$ cat config.mk
export PLATFORM = sky130hd
export DESIGN_NAME = pc_sequencer
export DESIGN_NICKNAME = d
export VERILOG_FILES = /design/src/rtl/pc_seq_pkg.sv /design/src/rtl/branch_target_adder.sv /design/src/rtl/pc_sequencer.sv
export SDC_FILE = /design/constraint.sdc
export NUM_CORES = 1
export LEC_CHECK = 0
export ABC_AREA = 0
export CAP_MARGIN = 30
export CORE_ASPECT_RATIO = 0.5
export CORE_MARGIN = 2
export CORE_UTILIZATION = 44
export DETAILED_ROUTE_END_ITERATION = 10
export PLACE_DENSITY = 0.81
export SLEW_MARGIN = 20
export SYNTH_ARGS = -nofsm -noshare
export SYNTH_HDL_FRONTEND = slang
export SYNTH_SLANG_ARGS = --single-unit
$ cat constraint.sdc
create_clock -name clk -period 2.7 [get_ports clk]
set_input_delay 0.81 -clock clk [delete_from_list [all_inputs] [get_ports clk]]
set_output_delay 0.81 -clock clk [all_outputs]
set_load 0.01 [all_outputs]
$ cat src/rtl/pc_seq_pkg.sv
// Shared definitions for the fetch/PC sequencer: state encoding and default widths.
package pc_seq_pkg;

  localparam int unsigned PC_W_DEF    = 16;
  localparam int unsigned INSTR_W_DEF = 16;
  localparam int unsigned PC_INC      = 2;
  localparam logic [15:0] RESET_PC_DEF = 16'h0000;

  typedef enum logic [1:0] {
    S_FETCH = 2'd0,
    S_ISSUE = 2'd1,
    S_HALT  = 2'd2
  } pc_state_e;

endpackage

$ cat src/rtl/branch_target_adder.sv
// Next-PC selection at retire: absolute jump over PC-relative branch over sequential.
module branch_target_adder #(
  parameter int PC_W     = 16,
  parameter int BR_SHIFT = 1
) (
  input  logic [PC_W-1:0] pc_plus2,
  input  logic [PC_W-1:0] br_offset,
  input  logic [PC_W-1:0] jmp_target,
  input  logic            br_take,
  input  logic            jmp_en,
  output logic [PC_W-1:0] next_pc
);

  logic [PC_W-1:0] jmp_aligned;
  logic [PC_W-1:0] br_dest;

  // Offset is already sign-extended, so a plain modulo add gives the signed result.
  assign jmp_aligned = jmp_target & ~PC_W'(1);
  assign br_dest     = pc_plus2 + (br_offset << BR_SHIFT);

  always_comb begin
    next_pc = pc_plus2;
    if (jmp_en)       next_pc = jmp_aligned;
    else if (br_take) next_pc = br_dest;
  end

endmodule

$ cat src/rtl/pc_sequencer.sv
// Program counter and instruction fetch sequencer (req/ack fetch, retire-driven PC update).
// Optional misaligned-jump halt is enabled by defining PC_ALIGN_CHECK_EN.
module pc_sequencer
  import pc_seq_pkg::*;
#(
  parameter int              PC_W     = PC_W_DEF,
  parameter int              INSTR_W  = INSTR_W_DEF,
  parameter logic [PC_W-1:0] RESET_PC = PC_W'(RESET_PC_DEF),
  parameter int              BR_SHIFT = 1
) (
  input  logic               clk,
  input  logic               rst_n,
  output logic               imem_req,
  output logic [PC_W-1:0]    imem_addr,
  input  logic               imem_ack,
  input  logic [INSTR_W-1:0] imem_rdata,
  output logic [INSTR_W-1:0] ir_out,
  output logic               ir_valid,
  input  logic               ctl_done,
  input  logic               br_take,
  input  logic [PC_W-1:0]    br_offset,
  input  logic               jmp_en,
  input  logic [PC_W-1:0]    jmp_target,
  output logic [PC_W-1:0]    pc_out,
  output logic [PC_W-1:0]    pc_plus2,
  output logic               misalign
);

  pc_state_e       state, state_nxt;
  logic [PC_W-1:0] next_pc;
  logic            fetch_done;
  logic            retire;
  logic            jmp_fault;

  branch_target_adder #(
    .PC_W     (PC_W),
    .BR_SHIFT (BR_SHIFT)
  ) u_bta (
    .pc_plus2   (pc_plus2),
    .br_offset  (br_offset),
    .jmp_target (jmp_target),
    .br_take    (br_take),
    .jmp_en     (jmp_en),
    .next_pc    (next_pc)
  );

  assign fetch_done = (state == S_FETCH) && imem_ack;
  assign retire     = (state == S_ISSUE) && ctl_done;

`ifdef PC_ALIGN_CHECK_EN
  assign jmp_fault = jmp_en && jmp_target[0];
`else
  assign jmp_fault = 1'b0;
`endif

  always_ff @(posedge clk or negedge rst_n) begin
    if (!rst_n) state <= S_FETCH;
    else        state <= state_nxt;
  end

  always_comb begin
    state_nxt = state;
    unique case (state)
      S_FETCH: if (imem_ack) state_nxt = S_ISSUE;
      S_ISSUE: if (ctl_done) state_nxt = jmp_fault ? S_HALT : S_FETCH;
      S_HALT:  state_nxt = S_HALT;
      default: state_nxt = S_FETCH;
    endcase
  end

  // Request is gated by rst_n so an outstanding fetch is dropped the instant reset asserts.
  always_comb begin
    imem_req  = (state == S_FETCH) && rst_n;
    ir_valid  = (state == S_ISSUE);
    imem_addr = pc_out;
  end

  always_ff @(posedge clk or negedge rst_n) begin
    if (!rst_n) begin
      pc_out   <= RESET_PC;
      pc_plus2 <= RESET_PC + PC_W'(PC_INC);
      ir_out   <= '0;
    end else begin
      if (fetch_done) begin
        ir_out   <= imem_rdata;
        pc_plus2 <= pc_out + PC_W'(PC_INC);
      end
      if (retire && !jmp_fault) pc_out <= next_pc;
    end
  end

`ifdef PC_ALIGN_CHECK_EN
  always_ff @(posedge clk or negedge rst_n) begin
    if (!rst_n)                     misalign <= 1'b0;
    else if (retire && jmp_fault)   misalign <= 1'b1;
  end
`else
  assign misalign = 1'b0;
`endif

endmodule

==> results of run 1 <==
## layer usage
metal,vias to the layer above,track usage,routed length (um)
li1,1412,-,-
met5,-,0,0
met1,1436,0.307,3710
met2,111,0.385,4220
met4,0,0.0474,41
met3,4,0.0652,680
## registers in the layout, summed over array words and instances (netlist names)
| signal | cells |
|---|---|
| ir_out | 16 |
| pc_plus2 | 16 |
| imem_addr | 16 |
| state | 2 |
## layout by cell type, fill, tap and decap left out, types with 4 or more instances in the layout
| master | Yosys | layout |
|---|---|---|
| dfrtp_1 | 49 | 49 |
| nand3_1 | 5 | 5 |
| nand2_1 | 21 | 21 |
| ha_4 | 0 | 4 |
| ha_1 | 15 | 11 |
| dlygate4sd2_1 | 0 | 5 |
| mux2i_1 | 6 | 6 |
| nor2b_1 | 6 | 6 |
| o21ai_0 | 19 | 18 |
| and3_1 | 6 | 6 |
| inv_1 | 8 | 7 |
| xor2_1 | 16 | 16 |
| clkdlybuf4s50_1 | 0 | 110 |
| or3_1 | 4 | 4 |
| mux2_2 | 18 | 18 |
| xnor2_1 | 10 | 10 |
| buf_4 | 17 | 35 |
| a21oi_1 | 31 | 31 |
| clkbuf_16 | 0 | 5 |
| nor2_1 | 32 | 32 |
| a221oi_1 | 6 | 6 |
## path summary, 6_finish.rpt
| check | from | end | slack [ns] | depth (start not counted) |
|---|---|---|---|---|
| max | br_offset[2] | imem_addr[12] | 0.09 | 9 |
| min | state[0] | state[1] | 0.49 | 1 |
| max reg2reg | pc_plus2[1] | imem_addr[15] | 0.16 | 10 |
| min reg2reg | state[0] | state[1] | 0.49 | 1 |
| max in group asynchronous | rst_n | imem_addr[9] | 1.59 | 2 |
| min in group asynchronous | rst_n | pc_plus2[2] | 0.69 | 2 |
## per-stage QoR
stage                     hold WS, ns  worst slack [ns]  TNS (ns)
after floorplan                 0.440            0.0368         0
after global placement          0.473            -0.520     -3.43
after detailed placement        0.478            -0.547     -3.65
after CTS                       0.499            0.0372         0
after global routing            0.518            0.0149         0
final                           0.494            0.0886         0
## timing repair
| action | 4_1_cts | 5_1_grt |
|---|---|---|
| setup buffers | 2 | 0 |
| hold buffers | 0 | 0 |
| endpoints found under the setup margin | 8 | 1 |
| pin swaps | 16 | 3 |
| endpoints found under the hold margin | 0 | 0 |
| resized for setup | 16 | 1 |
## cell families after synthesis
| logic type | after synthesis |
|---|---|
| other cells | 1 |
| buf+inv | 38 |
| xor+xnor | 26 |
| fa+ha+maj | 16 |
| compound gates | 84 |
| simple gates | 89 |
| flops | 50 |
| mux | 24 |
## Yosys cell counts, types with 5 or more instances
master / n
dfrtp_1: 49
nor2_1: 32
a21oi_1: 31
nand2_1: 21
o21ai_0: 19
mux2_2: 18
buf_4: 17
xor2_1: 16
ha_1: 15
clkbuf_1: 11
xnor2_1: 10
inv_1: 8
a221oi_1: 6
and3_1: 6
mux2i_1: 6
nor2b_1: 6
nand3_1: 5
## power groups by stage
| stage | registers, mW | logic, mW | clock network [mW] |
|---|---|---|---|
| after floorplan | 1.33 | 1.16 | 0 |
| after global placement | 1.29 | 2.25 | 0 |
| after detailed placement | 1.29 | 2.28 | 0 |
| after CTS | 1.30 | 2.37 | 0.605 |
| after global routing | 1.34 | 2.59 | 0.633 |
| final | 1.30 | 2.38 | 0.599 |
## worst register-to-register path, stage by stage, from the launching register on
cell	delay [ns]
dfstp_2	0.58
ha_4	0.15
inv_2	0.04
fa_2	0.38
or2b_1	0.26
a21oi_2	0.22
buf_4	0.14
o211ai_1	0.12
a31oi_2	0.28
xnor2_1	0.16
o22ai_1	0.10
## final cells by class
cell class	count	area, um^2	area share
multi-input combinational	240	1720	0.368
timing repair buffer	152	1420	0.304
clock inverter	2	10.0	0.00214
inverter	8	30.0	0.00643
tap	92	115	0.0247
sequential	50	1250	0.268
clock buffer	5	125	0.0268
==> summary.md, run 1 <==
| Metric | Value |
|---|---|
| CTS tree | built |
| Port Buffers | 117 |
| CP max FO | 5 |
| ANT nets after route | 0 |
| Cell taking the most area after synthesis | dfrtp_1 |
| Share of the synthesized area in the top cell type | 0.394 |
| Outcome | finished, final reports clean |
| Worst slew pin tran | 0.636 ns |
| Final wirelength | 8660 um |
| Non-Filler Instances | 549 |
| Die Y | 63.5 um |
| Synthesized area | 3110 um^2 |
| Via density | 5.40 |
| CP startpoint kind | input port |
| Remaining Overflow, GRT | 0 |
| Worst skew pair latency | 0.28 ns |
| Dpl cells | 540 |
| Seq pwr share | 0.304 |
| EDFF count, synth | 0 |
| Pin count of the biggest net entering global routing | 51 |
| Design Power | 4.28 mW |
| Combinational power share | 0.555 |
| Dpl cell area | 4470 um^2 |
| Number of global-route vias before repair | 2,981 |
| Fin nets | 527 |
| FP Rows | 21 |
| Main combinational cell family by area after synthesis | compound AO/OA/AOI/OAI gates |
| Synth Register Bits | 50 |
| Starting DRT DRC Count | 169 |
| Proportion of synthesized area in mux cells | 0.0844 |
| Top FF cell, synth | dfrtp_1 |
| First-pass GRT wire length | 14,400 um |
| Post-synth ARST share | 1.00 |
| CP top delay family | compound AO/OA/AOI/OAI gates |
| CP max-delay cell | a311o_1 |
| MaxCap Viol Count | 0 |
| DRC Markers | 0 |
| Vias | 2,963 |
| Crit path DAT | 2.77 ns |
| WP buf/inv | 3 |
| Ant diodes | 0 |
| Tmin final | 2.61 ns |
| HP Class | reg -> reg |
| Max Slew Vio Count | 0 |
| Routability cong. | 0.868 |
| CP max stage delay | 0.38 ns |
| CTS Buf Count | 5 |
| Die area | 7800 um^2 |
| Leakage power | 1.96 nW |
| Proportion of layout cells with a drive suffix above 1 | 0.164 |
| Initial Utilization | 0.461 |
| Tcrit/Tclk final | 0.967 |
| XOR/XNOR Fraction of Synth Area | 0.0732 |
| Clk buf depth | 2 |
| Clock skew | 0.00694 ns |
| Core ar. | 6750 um^2 |
| Max_slew headroom | 0.576 |
| Dpl hpwl | 6480 um |
| Area delta synth->final | 50.0% |
| Antenna violations before repair | 0 |
| Net Count, Synth | 398 |
| Simple logic cell fraction of the synthesized area | 0.137 |
| Fraction of power spent switching nets | 0.375 |
| Clock sinks | 50 |
| Fill cell count | 517 |
| TritonRoute pass-1 iters | 5 |
| Final Util | 0.691 |
| Post-synthesis compound-gate area fraction | 0.169 |
| Post-synthesis sequential area ratio | 0.402 |
| Setup violators final | 0 |
| Hold Vio Cnt, Final | 0 |
| Design internal power | 2.67 mW |
| Library cells used by synthesis | 47 |
| Clock root buffer | clkbuf_16 |
| Avg Synthesized Cell Area | 9.49 um^2 |
| Post-Synthesis Cells | 328 |
| Cell mode on critical path | buf_4 |
| Synth warn | 0 |
| Synth Area in Adders | 0.0667 |
| Setup CP Type | in -> reg |
| Clock power frac | 0.140 |
| Power Density | 916 nW/um^2 |
| VDD IR max | 0.000404 V |
| Area contributors post-synth | dfrtp_1 (39%), mux2_2 (6.5%), ha_1 (6.0%) |
| RSZ-0062 raised after global routing | no |
| CP Capture Type | flop |
| Die width | 123 um |
| Clk pin slew, worst setup/hold paths | 0.07 ns |
| Overall Global Routing Usage | 0.233 |
| Ports | 121 |
| Worst Path Required | 2.86 ns |
| H-tree Lvls | 2 |
| Wire per inst | 15.8 um |
| Net Switching | 1.61 mW |
| Fin area | 4670 um^2 |
| CP cell instances | dlygate4sd2_1 > ha_1 > buf_4 > buf_4 > nor2b_1 > a311o_1 > a41oi_1 > xor2_1 > o22ai_1 |
| Fmax | 383 MHz |
No activity file was read; power rests on OpenSTA's default activity.
==> run 2: changes to the inputs <==
- PLACE_DENSITY: 0.81 -> unset
- PLACE_DENSITY_LB_ADDON: unset -> 0.2
- SETUP_SLACK_MARGIN: unset -> 0.1
- SKIP_CTS_REPAIR_TIMING: unset -> 1
==> run 2 against run 1 <==
Compared with the run above: clock skew hardly changed; register-to-register slack better by 0.07 ns; cell count unchanged; die area unchanged; non-clock buffer count is 1 lower; clock-buffer cell count up 1; critical path type unchanged.
==> summary.md, run 2 (synthesis results as in run 1) <==
| Metric | Value |
|---|---|
| Outcome | finished, final reports clean (unchanged) |
| Net Switching | 1.65 mW (was 1.61 mW) |
| Final wirelength | 9240 um (was 8660 um) |
| Setup CP Type | in -> reg (unchanged) |
| Fin nets | 526 (was 527) |
| Combinational power share | 0.548 (was 0.555) |
| Die width | 123 um (unchanged) |
| Max_slew headroom | 0.568 (was 0.576) |
| ANT nets after route | 0 (unchanged) |
| Ports | 121 (unchanged) |
| CP Capture Type | flop (unchanged) |
| DRC Markers | 0 (unchanged) |
| Clock power frac | 0.162 (was 0.140) |
| Fill cell count | 494 (was 517) |
| Worst Path Required | 2.88 ns (was 2.86 ns) |
| Fraction of power spent switching nets | 0.369 (was 0.375) |
| Most frequent cells in the layout | clkdlybuf4s50_1 (109), dfrtp_1 (49), nor2_1 (32), buf_4 (32), a21oi_1 (31) (was clkdlybuf4s50_1 (110), dfrtp_1 (49), buf_4 (35)) |
| Starting DRT DRC Count | 254 (was 169) |
| Via density | 5.42 (was 5.40) |
| Number of global-route vias before repair | 2,909 (was 2,981) |
| Design internal power | 2.83 mW (was 2.67 mW) |
| Clk pin slew, worst setup/hold paths | 0.07 ns (about the same) |
| RSZ-0062 raised after global routing | yes (was no) |
| Worst R2R Path Depth | 10 (unchanged) |
| Die area | 7800 um^2 (unchanged) |
| Non-Filler Instances | 549 (unchanged) |
| Dpl cells | 538 (was 540) |
| Clock skew | 0.00667 ns (was 0.00694 ns) |
| Pin count of the biggest net entering global routing | 51 (unchanged) |
| Leakage power | 2.02 nW (was 1.96 nW) |
| Die Y | 63.5 um (unchanged) |
| Vias | 2,977 (was 2,963) |
| First-pass GRT wire length | 14,600 um (was 14,400 um) |
| Remaining Overflow, GRT | 0 (unchanged) |
| Max Slew Vio Count | 0 (unchanged) |
| Port Buffers | 117 (unchanged) |
| FP Rows | 21 (unchanged) |
| Final Util | 0.711 (was 0.691) |
| Area delta synth->final | 54.2% (was 50.0%) |
| Proportion of layout cells with a drive suffix above 1 | 0.177 (was 0.164) |
| MaxCap Viol Count | 0 (unchanged) |
| Initial Utilization | 0.461 (unchanged) |
| Fmax | 383 MHz (about the same) |
| HP Class | reg -> reg (unchanged) |
| Most common cell after layout, fill and taps aside | clkdlybuf4s50_1 (unchanged) |
| Clock root buffer | clkbuf_16 (unchanged) |
| TritonRoute pass-1 iters | 4 (was 5) |
| Worst skew pair latency | 0.29 ns (was 0.28 ns) |
| Overall Global Routing Usage | 0.243 (was 0.233) |
| Tcrit/Tclk final | 0.967 (about the same) |
| CTS Buf Count | 5 (unchanged) |
| Crit path DAT | 2.79 ns (was 2.77 ns) |
| Setup violators final | 0 (unchanged) |
| Worst slew pin tran | 0.647 ns (was 0.636 ns) |
| Seq pwr share | 0.290 (was 0.304) |
| Ant diodes | 0 (unchanged) |
| Power Density | 935 nW/um^2 (was 916 nW/um^2) |
| Wire per inst | 16.8 um (was 15.8 um) |
| Worst hold path depth | 1 (unchanged) |
| Routability cong. | 0.828 (was 0.868) |
| CP max FO | 3 (was 5) |
| Clock sinks | 50 (unchanged) |
| VDD IR max | 0.000525 V (was 0.000404 V) |
| H-tree Lvls | 2 (unchanged) |
| Tmin final | 2.61 ns (about the same) |
| CP startpoint kind | input port (unchanged) |
| CTS tree | built (unchanged) |
| Core ar. | 6750 um^2 (unchanged) |
| Hold Vio Cnt, Final | 0 (unchanged) |
| Dpl hpwl | 6910 um (was 6480 um) |
| Clk buf depth | 2 (unchanged) |
| Antenna violations before repair | 0 (unchanged) |
## run 2: cell types whose count changed in the layout (fill, tap and decap cells not counted), moves of 2 or more
cell and change:
buf_12 +2, buf_4 -3, clkinv_2 -2, dlygate4sd2_1 -5, dlymetal6s2s_1 +6, ha_1 -4, ha_4 +3
## run 2: power by group through the flow
stage	Clock, mW	Combinational [mW]	Sequential (mW)
after floorplan	0	1.17	1.33
final	0.728	2.46	1.30
after CTS	0.733	2.36	1.28
after global placement	0	2.28	1.28
after detailed placement	0	2.34	1.30
after global routing	0.775	2.67	1.35
## run 2: per-layer routing
metal | part of all wire | vias to the layer above | GRT usage | routed length [um]
met5 | 0 | - | 0 | 0
met4 | 0.0096 | 0 | 0.0503 | 89
met3 | 0.084 | 10 | 0.0761 | 773
met2 | 0.49 | 113 | 0.406 | 4550
met1 | 0.41 | 1448 | 0.310 | 3820
li1 | - | 1406 | - | -
## run 2: stage by stage
step / total power [mW] / worst slack [ns] / hold slack, ns / instance area [um^2] / TNS, ns
after detailed placement: 3.63 / -0.486 / 0.485 / 4500 / -3.34
after global routing: 4.79 / 0.0583 / 0.525 / 4800 / 0
after global placement: 3.56 / -0.456 / 0.472 / 4500 / -2.92
after floorplan: 2.50 / 0.119 / 0.440 / 3130 / 0
final: 4.49 / 0.0885 / 0.496 / 4800 / 0
after CTS: 4.37 / -0.212 / 0.495 / 4670 / -0.585
## run 2: area by class of cell
| cell class | instances | area (um^2) | share of cell area |
|---|---|---|---|
| Timing Repair Buffer | 151 | 1460 | 0.305 |
| Clock inverter | 2 | 38.8 | 0.00808 |
| Clock buffer | 6 | 129 | 0.0268 |
| Tap cell | 92 | 115 | 0.0240 |
| Inverter | 8 | 30.0 | 0.00625 |
| Sequential cell | 50 | 1250 | 0.261 |
| Multi-Input combinational cell | 240 | 1770 | 0.369 |
## run 2: final timing paths
path,start,endpoint,slack [ns]
min reg2reg,state[0],state[1],0.50
max reg2reg,pc_plus2[1],imem_addr[15],0.23
max in group asynchronous,rst_n,pc_plus2[2],1.58
min in group asynchronous,rst_n,imem_addr[14],0.68
max,br_offset[0],imem_addr[13],0.09
min,state[0],state[1],0.50
## run 2: worst max-delay path, stage by stage
cell,delay [ns]
buf_6,0.09
ha_4,0.15
inv_2,0.05
fa_2,0.19
or2b_1,0.13
a21oi_2,0.08
o41a_1,0.43
o31a_1,0.32
or3_1,0.34
a31o_1,0.21
